`src/rtl/grid_claim_arbiter_if.sv`:
```
// Requester and grid-RAM signal bundle for grid_claim_arbiter.
// slave is the arbiter's view; master is the engines-plus-RAM side.
interface grid_claim_arbiter_if #(
    parameter int NREQ   = 4,
    parameter int ADDR_W = 32,
    parameter int DATA_W = 32
);
    logic [NREQ-1:0]        req;
    logic [2*NREQ-1:0]      op;
    logic [ADDR_W*NREQ-1:0] addr;
    logic [DATA_W*NREQ-1:0] wdata;
    logic [NREQ-1:0]        gnt;
    logic [NREQ-1:0]        done;
    logic [DATA_W-1:0]      rdata;
    logic                   claim_ok;
    logic                   mem_re;
    logic                   mem_we;
    logic [ADDR_W-1:0]      mem_addr;
    logic [DATA_W-1:0]      mem_din;
    logic [DATA_W-1:0]      mem_dout;

    modport slave (
        input  req, op, addr, wdata, mem_dout,
        output gnt, done, rdata, claim_ok, mem_re, mem_we, mem_addr, mem_din
    );

    modport master (
        output req, op, addr, wdata, mem_dout,
        input  gnt, done, rdata, claim_ok, mem_re, mem_we, mem_addr, mem_din
    );
endinterface

```
`src/rtl/grid_claim_arbiter.sv`:
```
// Round-robin arbiter serialising read, write and atomic claim transactions
// from NREQ placement engines onto a single grid RAM port.
module grid_claim_arbiter #(
    parameter int                NREQ   = 4,
    parameter int                ADDR_W = 32,
    parameter int                DATA_W = 32,
    parameter logic [DATA_W-1:0] EMPTY  = {DATA_W{1'b1}}
) (
    input logic                 clk,
    input logic                 reset,
    grid_claim_arbiter_if.slave bus
);
    localparam int         PTR_W    = $clog2(NREQ);
    localparam logic [1:0] OP_WRITE = 2'b01;
    localparam logic [1:0] OP_CLAIM = 2'b10;

    typedef enum logic [2:0] {
        S_IDLE,
        S_ISSUE,
        S_WAIT,
        S_CHECK,
        S_DONE
    } state_t;

    state_t            state_q, state_d;
    logic [PTR_W-1:0]  ptr_q, ptr_d;
    logic [PTR_W-1:0]  idx_q, idx_d;
    logic [1:0]        op_q, op_d;
    logic [ADDR_W-1:0] addr_q, addr_d;
    logic [DATA_W-1:0] wdata_q, wdata_d;
    logic [NREQ-1:0]   gnt_q, gnt_d;
    logic [NREQ-1:0]   done_q, done_d;
    logic [DATA_W-1:0] rdata_q, rdata_d;
    logic              claim_ok_q, claim_ok_d;
    logic              mem_re_q, mem_re_d;
    logic              mem_we_q, mem_we_d;
    logic [ADDR_W-1:0] mem_addr_q, mem_addr_d;
    logic [DATA_W-1:0] mem_din_q, mem_din_d;

    logic [1:0]        op_arr    [NREQ];
    logic [ADDR_W-1:0] addr_arr  [NREQ];
    logic [DATA_W-1:0] wdata_arr [NREQ];
    logic              sel_found;
    logic [PTR_W-1:0]  sel_idx;
    logic [PTR_W-1:0]  cand;

    for (genvar gi = 0; gi < NREQ; gi++) begin : g_unpack
        assign op_arr[gi]    = bus.op[2*gi +: 2];
        assign addr_arr[gi]  = bus.addr[gi*ADDR_W +: ADDR_W];
        assign wdata_arr[gi] = bus.wdata[gi*DATA_W +: DATA_W];
    end

    function automatic logic [NREQ-1:0] onehot(input logic [PTR_W-1:0] k);
        onehot    = '0;
        onehot[k] = 1'b1;
    endfunction

    // Scan starts one past the last winner so every waiting engine is reached
    // within NREQ transactions.
    always_comb begin
        sel_found = 1'b0;
        sel_idx   = '0;
        cand      = '0;
        for (int i = 1; i <= NREQ; i++) begin
            cand = PTR_W'((int'(ptr_q) + i) % NREQ);
            if (!sel_found && bus.req[cand]) begin
                sel_found = 1'b1;
                sel_idx   = cand;
            end
        end
    end

    always_comb begin
        state_d    = state_q;
        ptr_d      = ptr_q;
        idx_d      = idx_q;
        op_d       = op_q;
        addr_d     = addr_q;
        wdata_d    = wdata_q;
        gnt_d      = '0;
        done_d     = '0;
        rdata_d    = rdata_q;
        claim_ok_d = claim_ok_q;
        mem_re_d   = 1'b0;
        mem_we_d   = 1'b0;
        mem_addr_d = mem_addr_q;
        mem_din_d  = mem_din_q;

        unique case (state_q)
            S_IDLE: begin
                if (sel_found) begin
                    idx_d   = sel_idx;
                    ptr_d   = sel_idx;
                    op_d    = op_arr[sel_idx];
                    addr_d  = addr_arr[sel_idx];
                    wdata_d = wdata_arr[sel_idx];
                    gnt_d   = onehot(sel_idx);
                    state_d = S_ISSUE;
                end
            end
            S_ISSUE: begin
                mem_addr_d = addr_q;
                if (op_q == OP_WRITE) begin
                    mem_we_d  = 1'b1;
                    mem_din_d = wdata_q;
                    done_d    = onehot(idx_q);
                    state_d   = S_DONE;
                end else begin
                    mem_re_d = 1'b1;
                    state_d  = S_WAIT;
                end
            end
            S_WAIT: begin
                state_d = S_CHECK;
            end
            S_CHECK: begin
                // The conditional write lands on the cycle right after the read
                // data arrives, so no other transaction can slip in between.
                rdata_d    = bus.mem_dout;
                claim_ok_d = 1'b0;
                if (op_q == OP_CLAIM && bus.mem_dout == EMPTY) begin
                    mem_we_d   = 1'b1;
                    mem_din_d  = wdata_q;
                    claim_ok_d = 1'b1;
                end
                done_d  = onehot(idx_q);
                state_d = S_DONE;
            end
            S_DONE: begin
                state_d = S_IDLE;
            end
            default: begin
                state_d = S_IDLE;
            end
        endcase
    end

    always_ff @(posedge clk or negedge reset) begin
        if (!reset) begin
            state_q    <= S_IDLE;
            ptr_q      <= PTR_W'(NREQ - 1);
            idx_q      <= '0;
            op_q       <= '0;
            addr_q     <= '0;
            wdata_q    <= '0;
            gnt_q      <= '0;
            done_q     <= '0;
            rdata_q    <= '0;
            claim_ok_q <= 1'b0;
            mem_re_q   <= 1'b0;
            mem_we_q   <= 1'b0;
            mem_addr_q <= '0;
            mem_din_q  <= '0;
        end else begin
            state_q    <= state_d;
            ptr_q      <= ptr_d;
            idx_q      <= idx_d;
            op_q       <= op_d;
            addr_q     <= addr_d;
            wdata_q    <= wdata_d;
            gnt_q      <= gnt_d;
            done_q     <= done_d;
            rdata_q    <= rdata_d;
            claim_ok_q <= claim_ok_d;
            mem_re_q   <= mem_re_d;
            mem_we_q   <= mem_we_d;
            mem_addr_q <= mem_addr_d;
            mem_din_q  <= mem_din_d;
        end
    end

    assign bus.gnt      = gnt_q;
    assign bus.done     = done_q;
    assign bus.rdata    = rdata_q;
    assign bus.claim_ok = claim_ok_q;
    assign bus.mem_re   = mem_re_q;
    assign bus.mem_we   = mem_we_q;
    assign bus.mem_addr = mem_addr_q;
    assign bus.mem_din  = mem_din_q;
endmodule

```
`src/flat_wrapper.sv`:
```
// flat-port wrapper written by rule: the top's interface ports become plain ports
module grid_claim_arbiter_flat 
#(
    parameter int                NREQ   = 4,
    parameter int                ADDR_W = 32,
    parameter int                DATA_W = 32,
    parameter logic [DATA_W-1:0] EMPTY  = {DATA_W{1'b1}}
)
  (clk, reset, bus_req, bus_op, bus_addr, bus_wdata, bus_mem_dout, bus_gnt, bus_done, bus_rdata, bus_claim_ok, bus_mem_re, bus_mem_we, bus_mem_addr, bus_mem_din);
  grid_claim_arbiter_if #(.NREQ(NREQ), .ADDR_W(ADDR_W), .DATA_W(DATA_W)) bus_i ();
  input logic clk;
  input logic reset;
  input wire logic [$bits(bus_i.req)-1:0] bus_req;
  input wire logic [$bits(bus_i.op)-1:0] bus_op;
  input wire logic [$bits(bus_i.addr)-1:0] bus_addr;
  input wire logic [$bits(bus_i.wdata)-1:0] bus_wdata;
  input wire logic [$bits(bus_i.mem_dout)-1:0] bus_mem_dout;
  output wire logic [$bits(bus_i.gnt)-1:0] bus_gnt;
  output wire logic [$bits(bus_i.done)-1:0] bus_done;
  output wire logic [$bits(bus_i.rdata)-1:0] bus_rdata;
  output wire logic [$bits(bus_i.claim_ok)-1:0] bus_claim_ok;
  output wire logic [$bits(bus_i.mem_re)-1:0] bus_mem_re;
  output wire logic [$bits(bus_i.mem_we)-1:0] bus_mem_we;
  output wire logic [$bits(bus_i.mem_addr)-1:0] bus_mem_addr;
  output wire logic [$bits(bus_i.mem_din)-1:0] bus_mem_din;
  assign bus_i.req = bus_req;
  assign bus_i.op = bus_op;
  assign bus_i.addr = bus_addr;
  assign bus_i.wdata = bus_wdata;
  assign bus_i.mem_dout = bus_mem_dout;
  assign bus_gnt = bus_i.gnt;
  assign bus_done = bus_i.done;
  assign bus_rdata = bus_i.rdata;
  assign bus_claim_ok = bus_i.claim_ok;
  assign bus_mem_re = bus_i.mem_re;
  assign bus_mem_we = bus_i.mem_we;
  assign bus_mem_addr = bus_i.mem_addr;
  assign bus_mem_din = bus_i.mem_din;
  grid_claim_arbiter #(.NREQ(NREQ), .ADDR_W(ADDR_W), .DATA_W(DATA_W), .EMPTY(EMPTY)) u_core (.clk(clk), .reset(reset), .bus(bus_i));
endmodule
```
`config.mk`:
```
export PLATFORM = sky130hd
export DESIGN_NAME = grid_claim_arbiter_flat
export DESIGN_NICKNAME = d
export VERILOG_FILES = /design/src/rtl/grid_claim_arbiter_if.sv /design/src/rtl/grid_claim_arbiter.sv /design/src/flat_wrapper.sv
export SDC_FILE = /design/constraint.sdc
export NUM_CORES = 1
export LEC_CHECK = 0
export CORE_UTILIZATION = 30
export CTS_CLUSTER_SIZE = 28
export DETAILED_ROUTE_END_ITERATION = 8
export PLACE_DENSITY = 0.65
export SLEW_MARGIN = 20
export SYNTH_ARGS = -nofsm -noshare
export SYNTH_HDL_FRONTEND = slang
export SYNTH_SLANG_ARGS = --single-unit
export TNS_END_PERCENT = 5
```
`constraint.sdc`:
```
create_clock -name clk -period 1.9 [get_ports clk]
set_input_delay 0.38 -clock clk [delete_from_list [all_inputs] [get_ports clk]]
set_output_delay 0.38 -clock clk [all_outputs]
set_load 0.02 [all_outputs]
```
==> insert_results.sql <==
INSERT INTO impl_metrics (metric_group, metric, value, unit) VALUES
('timing', 'slew_viol_final', '0', ''),
('power', 'max-vdd-ir-drop', '0.7199', 'mV'),
('timing', 'finalSetupViolations', '68', ''),
('yosys', 'synth_seq_cells', '180', ''),
('timing', 'fin_crit', '2117', 'ps'),
('worst_setup_path', 'critical-path-max-stage-delay', '530', 'ps'),
('placement', 'preCtsSetupSlack', '-705.5', 'ps'),
('timing', 'finalClockSkew', '11.26', 'ps'),
('die', 'floorplan.die_area', '30560', 'µm²'),
('cts', 'h-tree-depth', '4', ''),
('yosys', 'netlist_area', '8960', 'µm²'),
('yosys', 'post_synth_inst_count', '730', ''),
('worst_setup_path', 'critPathBufInv', '4', ''),
('yosys', 'register_area_share_after_synthesis', '50.30', '%'),
('worst_setup_path', 'startpoint_type', 'input port', ''),
('timing', 'final_critical_path_setup_slack', '-217.1', 'ps'),
('worst_setup_path', 'worstPathArrival', '2420', 'ps'),
('route', 'route.detailed.wl_per_inst', '20.00', 'µm'),
('die', 'rows', '62', ''),
('timing', 'setup_repair_after_global_routing_missed_its_margin', 'true', ''),
('yosys', 'synth.distinct_cells', '32', ''),
('timing', 'worst_slew_margin_rel', '66.40', '%'),
('die', 'boundaryPins', '409', ''),
('worst_setup_path', 'critical_path_peak_fanout', '8', ''),
('final_layout', 'final_net_count', '1484', ''),
('route', 'route.final.wire_length', '31.62', 'mm'),
('die', 'chipWidth', '174.8', 'µm'),
('final_layout', 'final_core_util', '52.06', '%'),
('job', 'timing.max_cap.violations', '0', ''),
('route', 'viasPerCell', '4.873', ''),
('power', 'leakage', '5.925', 'nW'),
('die', 'placeableCoreArea', '29010', 'µm²'),
('worst_setup_path', 'critical-path-top-delay-family', 'compound AO/OA/AOI/OAI gates', ''),
('yosys', 'synth-main-ff-cell', 'sky130_fd_sc_hd__dfrtp_1', ''),
('status', 'failed_checks', 'setup timing', ''),
('yosys', 'synth_warnings', '0', ''),
('cts', 'tritoncts_buffer_count', '17', ''),
('worst_setup_path', 'critPathRequiredTime', '2210', 'ps'),
('die', 'die_y', '174.8', 'µm'),
('cts', 'clk_pin_slew', '80', 'ps'),
('yosys', 'synth_enable_flop_cells', '0', ''),
('worst_setup_path', 'end_kind', 'register', ''),
('worst_setup_path', 'timing.critical_path.slowest_stage_cell', 'sky130_fd_sc_hd__or4_4', ''),
('yosys', 'synth-async-reset-ratio', '100.0', '%'),
('yosys', 'synthesis.area_per_instance', '12.27', 'µm²'),
('die', 'start_util', '30.88', '%'),
('route', 'initialDrtViolationCount', '276', ''),
('yosys', 'synthesis.nets', '1032', ''),
('placement', 'dpl-instance-area', '14020', 'µm²'),
('final_layout', 'design_area', '15100', 'µm²'),
('cts', 'worst_skew_pair.late_latency', '430', 'ps'),
('global_routing', 'antenna_violations_before_repair', '2', ''),
('route', 'ant_nets_after_route', '0', ''),
('cts', 'clk_root_buffer_cell', 'sky130_fd_sc_hd__clkbuf_16', ''),
('global_routing', 'grt_first_pass_wirelength', '47.22', 'mm'),
('cts', 'tritoncts_clock_tree', 'yes', ''),
('global_routing', 'gr-usage-all-layers', '20.02', '%'),
('hold_path', 'hold_path_class', 'input port to asynchronous set/reset pin', ''),
('status', 'run_status', 'finished with violations', ''),
('worst_setup_path', 'setup.worst_path.class', 'input port to register', ''),
('global_routing', 'grt_start_max_net_pins', '53', ''),
('route', 'drt_pre_antenna_iters', '4', ''),
('final_layout', 'proportion_of_layout_cells_with_a_drive_suffix_above_1', '25.94', '%'),
('cts', 'clkSinkCount', '180', ''),
('timing', 'worst_slew_pin_slew', '504.0', 'ps'),
('timing', 'final_min_period_over_clock_period', '111.4', '%'),
('final_layout', 'area_added_between_synthesis_and_finish', '68.58', '%'),
('worst_setup_path', 'critical_path.cell_chain', 'dlygate4sd2_1 > nor4_1 > buf_4 > or4_4 > a2111o_2 > buf_12 > buf_16 > a211oi_2 > a211oi_1', ''),
('timing', 'final-hold-violation-count', '0', ''),
('cts', 'ctsLongestPathBuffers', '2', ''),
('route', 'vias', '7705', ''),
('route', 'detail_route.drc_violations', '0', ''),
('global_routing', 'grt_remaining_overflow', '0', ''),
('timing', 'clock.fmax', '0.4723', 'GHz'),
('placement', 'detailed_place_hpwl', '22.22', 'mm'),
('global_routing', 'first_global_vias', '8163', ''),
('placement', 'portBuffers', '408', ''),
('power', 'total_power_per_unit_cell_area', '1545', 'nW/µm²'),
('power', 'total_power', '23.33', 'mW'),
('placement', 'gp_routability_congestion', '0.7923', '');
final timing paths:
check | endpoint | start | slack, ps | cells after the start
setup / recovery | u_core.wdata_q[27] | bus_req[2] | -220 | 9
hold reg to reg | u_core.bus.claim_ok | u_core.bus.claim_ok | 490 | 2
hold / removal | u_core.bus.mem_din[21] | reset | 480 | 2
max in group asynchronous | u_core.addr_q[21] | reset | 800 | 3
setup reg to reg | u_core.wdata_q[27] | u_core.state_q[1] | -210 | 6
min in group clk | u_core.bus.claim_ok | u_core.bus.claim_ok | 490 | 2
cell usage in the layout, fill, tap and decap left out, types with 2 or more instances in the layout:
cell and instances:
sky130_fd_sc_hd__a211oi_1 57, sky130_fd_sc_hd__a211oi_2 72, sky130_fd_sc_hd__a211oi_4 4, sky130_fd_sc_hd__a21oi_1 3, sky130_fd_sc_hd__and3_1 2, sky130_fd_sc_hd__buf_12 19, sky130_fd_sc_hd__buf_16 4, sky130_fd_sc_hd__buf_4 51
sky130_fd_sc_hd__buf_6 7, sky130_fd_sc_hd__clkbuf_16 21, sky130_fd_sc_hd__clkdlybuf4s50_1 401, sky130_fd_sc_hd__clkinv_8 7, sky130_fd_sc_hd__dfrtp_1 178, sky130_fd_sc_hd__dfstp_2 2, sky130_fd_sc_hd__diode_2 2, sky130_fd_sc_hd__dlygate4sd2_1 4
sky130_fd_sc_hd__inv_1 4, sky130_fd_sc_hd__inv_12 2, sky130_fd_sc_hd__inv_6 5, sky130_fd_sc_hd__mux2_2 96, sky130_fd_sc_hd__mux2i_1 65, sky130_fd_sc_hd__mux2i_2 2, sky130_fd_sc_hd__nand2_1 7, sky130_fd_sc_hd__nand2b_1 2
sky130_fd_sc_hd__nand4_1 7, sky130_fd_sc_hd__nor2_1 74, sky130_fd_sc_hd__nor2_4 2, sky130_fd_sc_hd__nor2b_1 2, sky130_fd_sc_hd__nor3_1 2, sky130_fd_sc_hd__nor3b_1 66, sky130_fd_sc_hd__nor4_2 2, sky130_fd_sc_hd__o21ai_0 2
sky130_fd_sc_hd__o21ai_2 2
power breakdown:
part	switching, mW	total (mW)	internal (mW)
clock	1.85	3.67	1.82
combinational	6.40	12.9	6.53
sequential	0.945	6.73	5.78
total	9.20	23.3	14.1
final cells by class:
class                           count  area, µm²
Inverter                            4      15.01
Fill cell                        2578      13910
Clock buffer                       17      425.4
Sequential cell                   180       4507
Timing Repair Buffer              494       5147
Multi-Input combinational cell    485       4323
Tap cell                          384      480.5
Antenna cell                        2      5.005
Clock inverter                     15      201.4
metrics by stage:
step / hold WS, ps / setup TNS (ps) / instances
5_1_grt: 514.5 / -18180 / 1580
3_5_place_dp: 393.4 / -63090 / 1530
2_1_floorplan: 84.41 / -2309 / 730
6_report: 478.7 / -11440 / 1581
4_1_cts: 490.6 / -11350 / 1567
3_3_place_gp: 394.6 / -62230 / 1530
repair_timing:
item	CTS	global route
gates cloned	3	6
endpoints found under the setup margin	99	130
gates resized for setup	13	37
buffers inserted	1	6
pin swaps	69	63
hold buffers	1	0
endpoints found under the hold margin	45	0
sequential cells by signal (all words and copies together), names as in the netlist:
| register | count |
|---|---|
| u_core.bus.mem_addr | 32 |
| u_core.state_q | 3 |
| u_core.bus.mem_we | 1 |
| u_core.op_q | 2 |
| u_core.bus.gnt | 4 |
| u_core.bus.done | 4 |
| u_core.idx_q | 2 |
| u_core.bus.mem_din | 32 |
| u_core.ptr_q | 2 |
| u_core.addr_q | 32 |
| u_core.bus.mem_re | 1 |
| u_core.bus.rdata | 32 |
| u_core.bus.claim_ok | 1 |
| u_core.wdata_q | 32 |
synth_stat cells (all sizes together) (2+ instances only):
library cell    n  area (µm²)
nor3b          67       503.0
nand2           8       30.03
clkbuf         31       116.4
o21ai           4       20.02
a21oi           4       20.02
nor4            4       31.28
inv             4       15.01
dfrtp         178        4454
dfstp           2       52.55
mux2i          67       670.6
buf            30       225.2
nand4           7       43.79
nor2b           2       12.51
nand2b          2       12.51
mux2           96        1081
and3            2       12.51
nor3            2       10.01
nor2           77       289.0
a211oi        133        1279
kinds of logic after synthesis:
family                 Yosys count  synth area share (%)
and+or+nand+nor                176                 10.98
DFF                            180                 50.30
AOI/OAI and AO/OA              146                 15.19
buffers and inverters           65                 3.980
muxes                          163                 19.55
routing by layer:
| metal | global-route usage (%) | part of all wire, % | vias up |
|---|---|---|---|
| met5 | 0 | 0 | - |
| met4 | 5.399 | 1.3 | 0 |
| met3 | 4.809 | 6.1 | 20 |
| met2 | 34.74 | 50 | 254 |
| met1 | 24.70 | 42 | 3793 |
| li1 | - | - | 3638 |
Note: power is estimated with default switching activity, not from simulation.
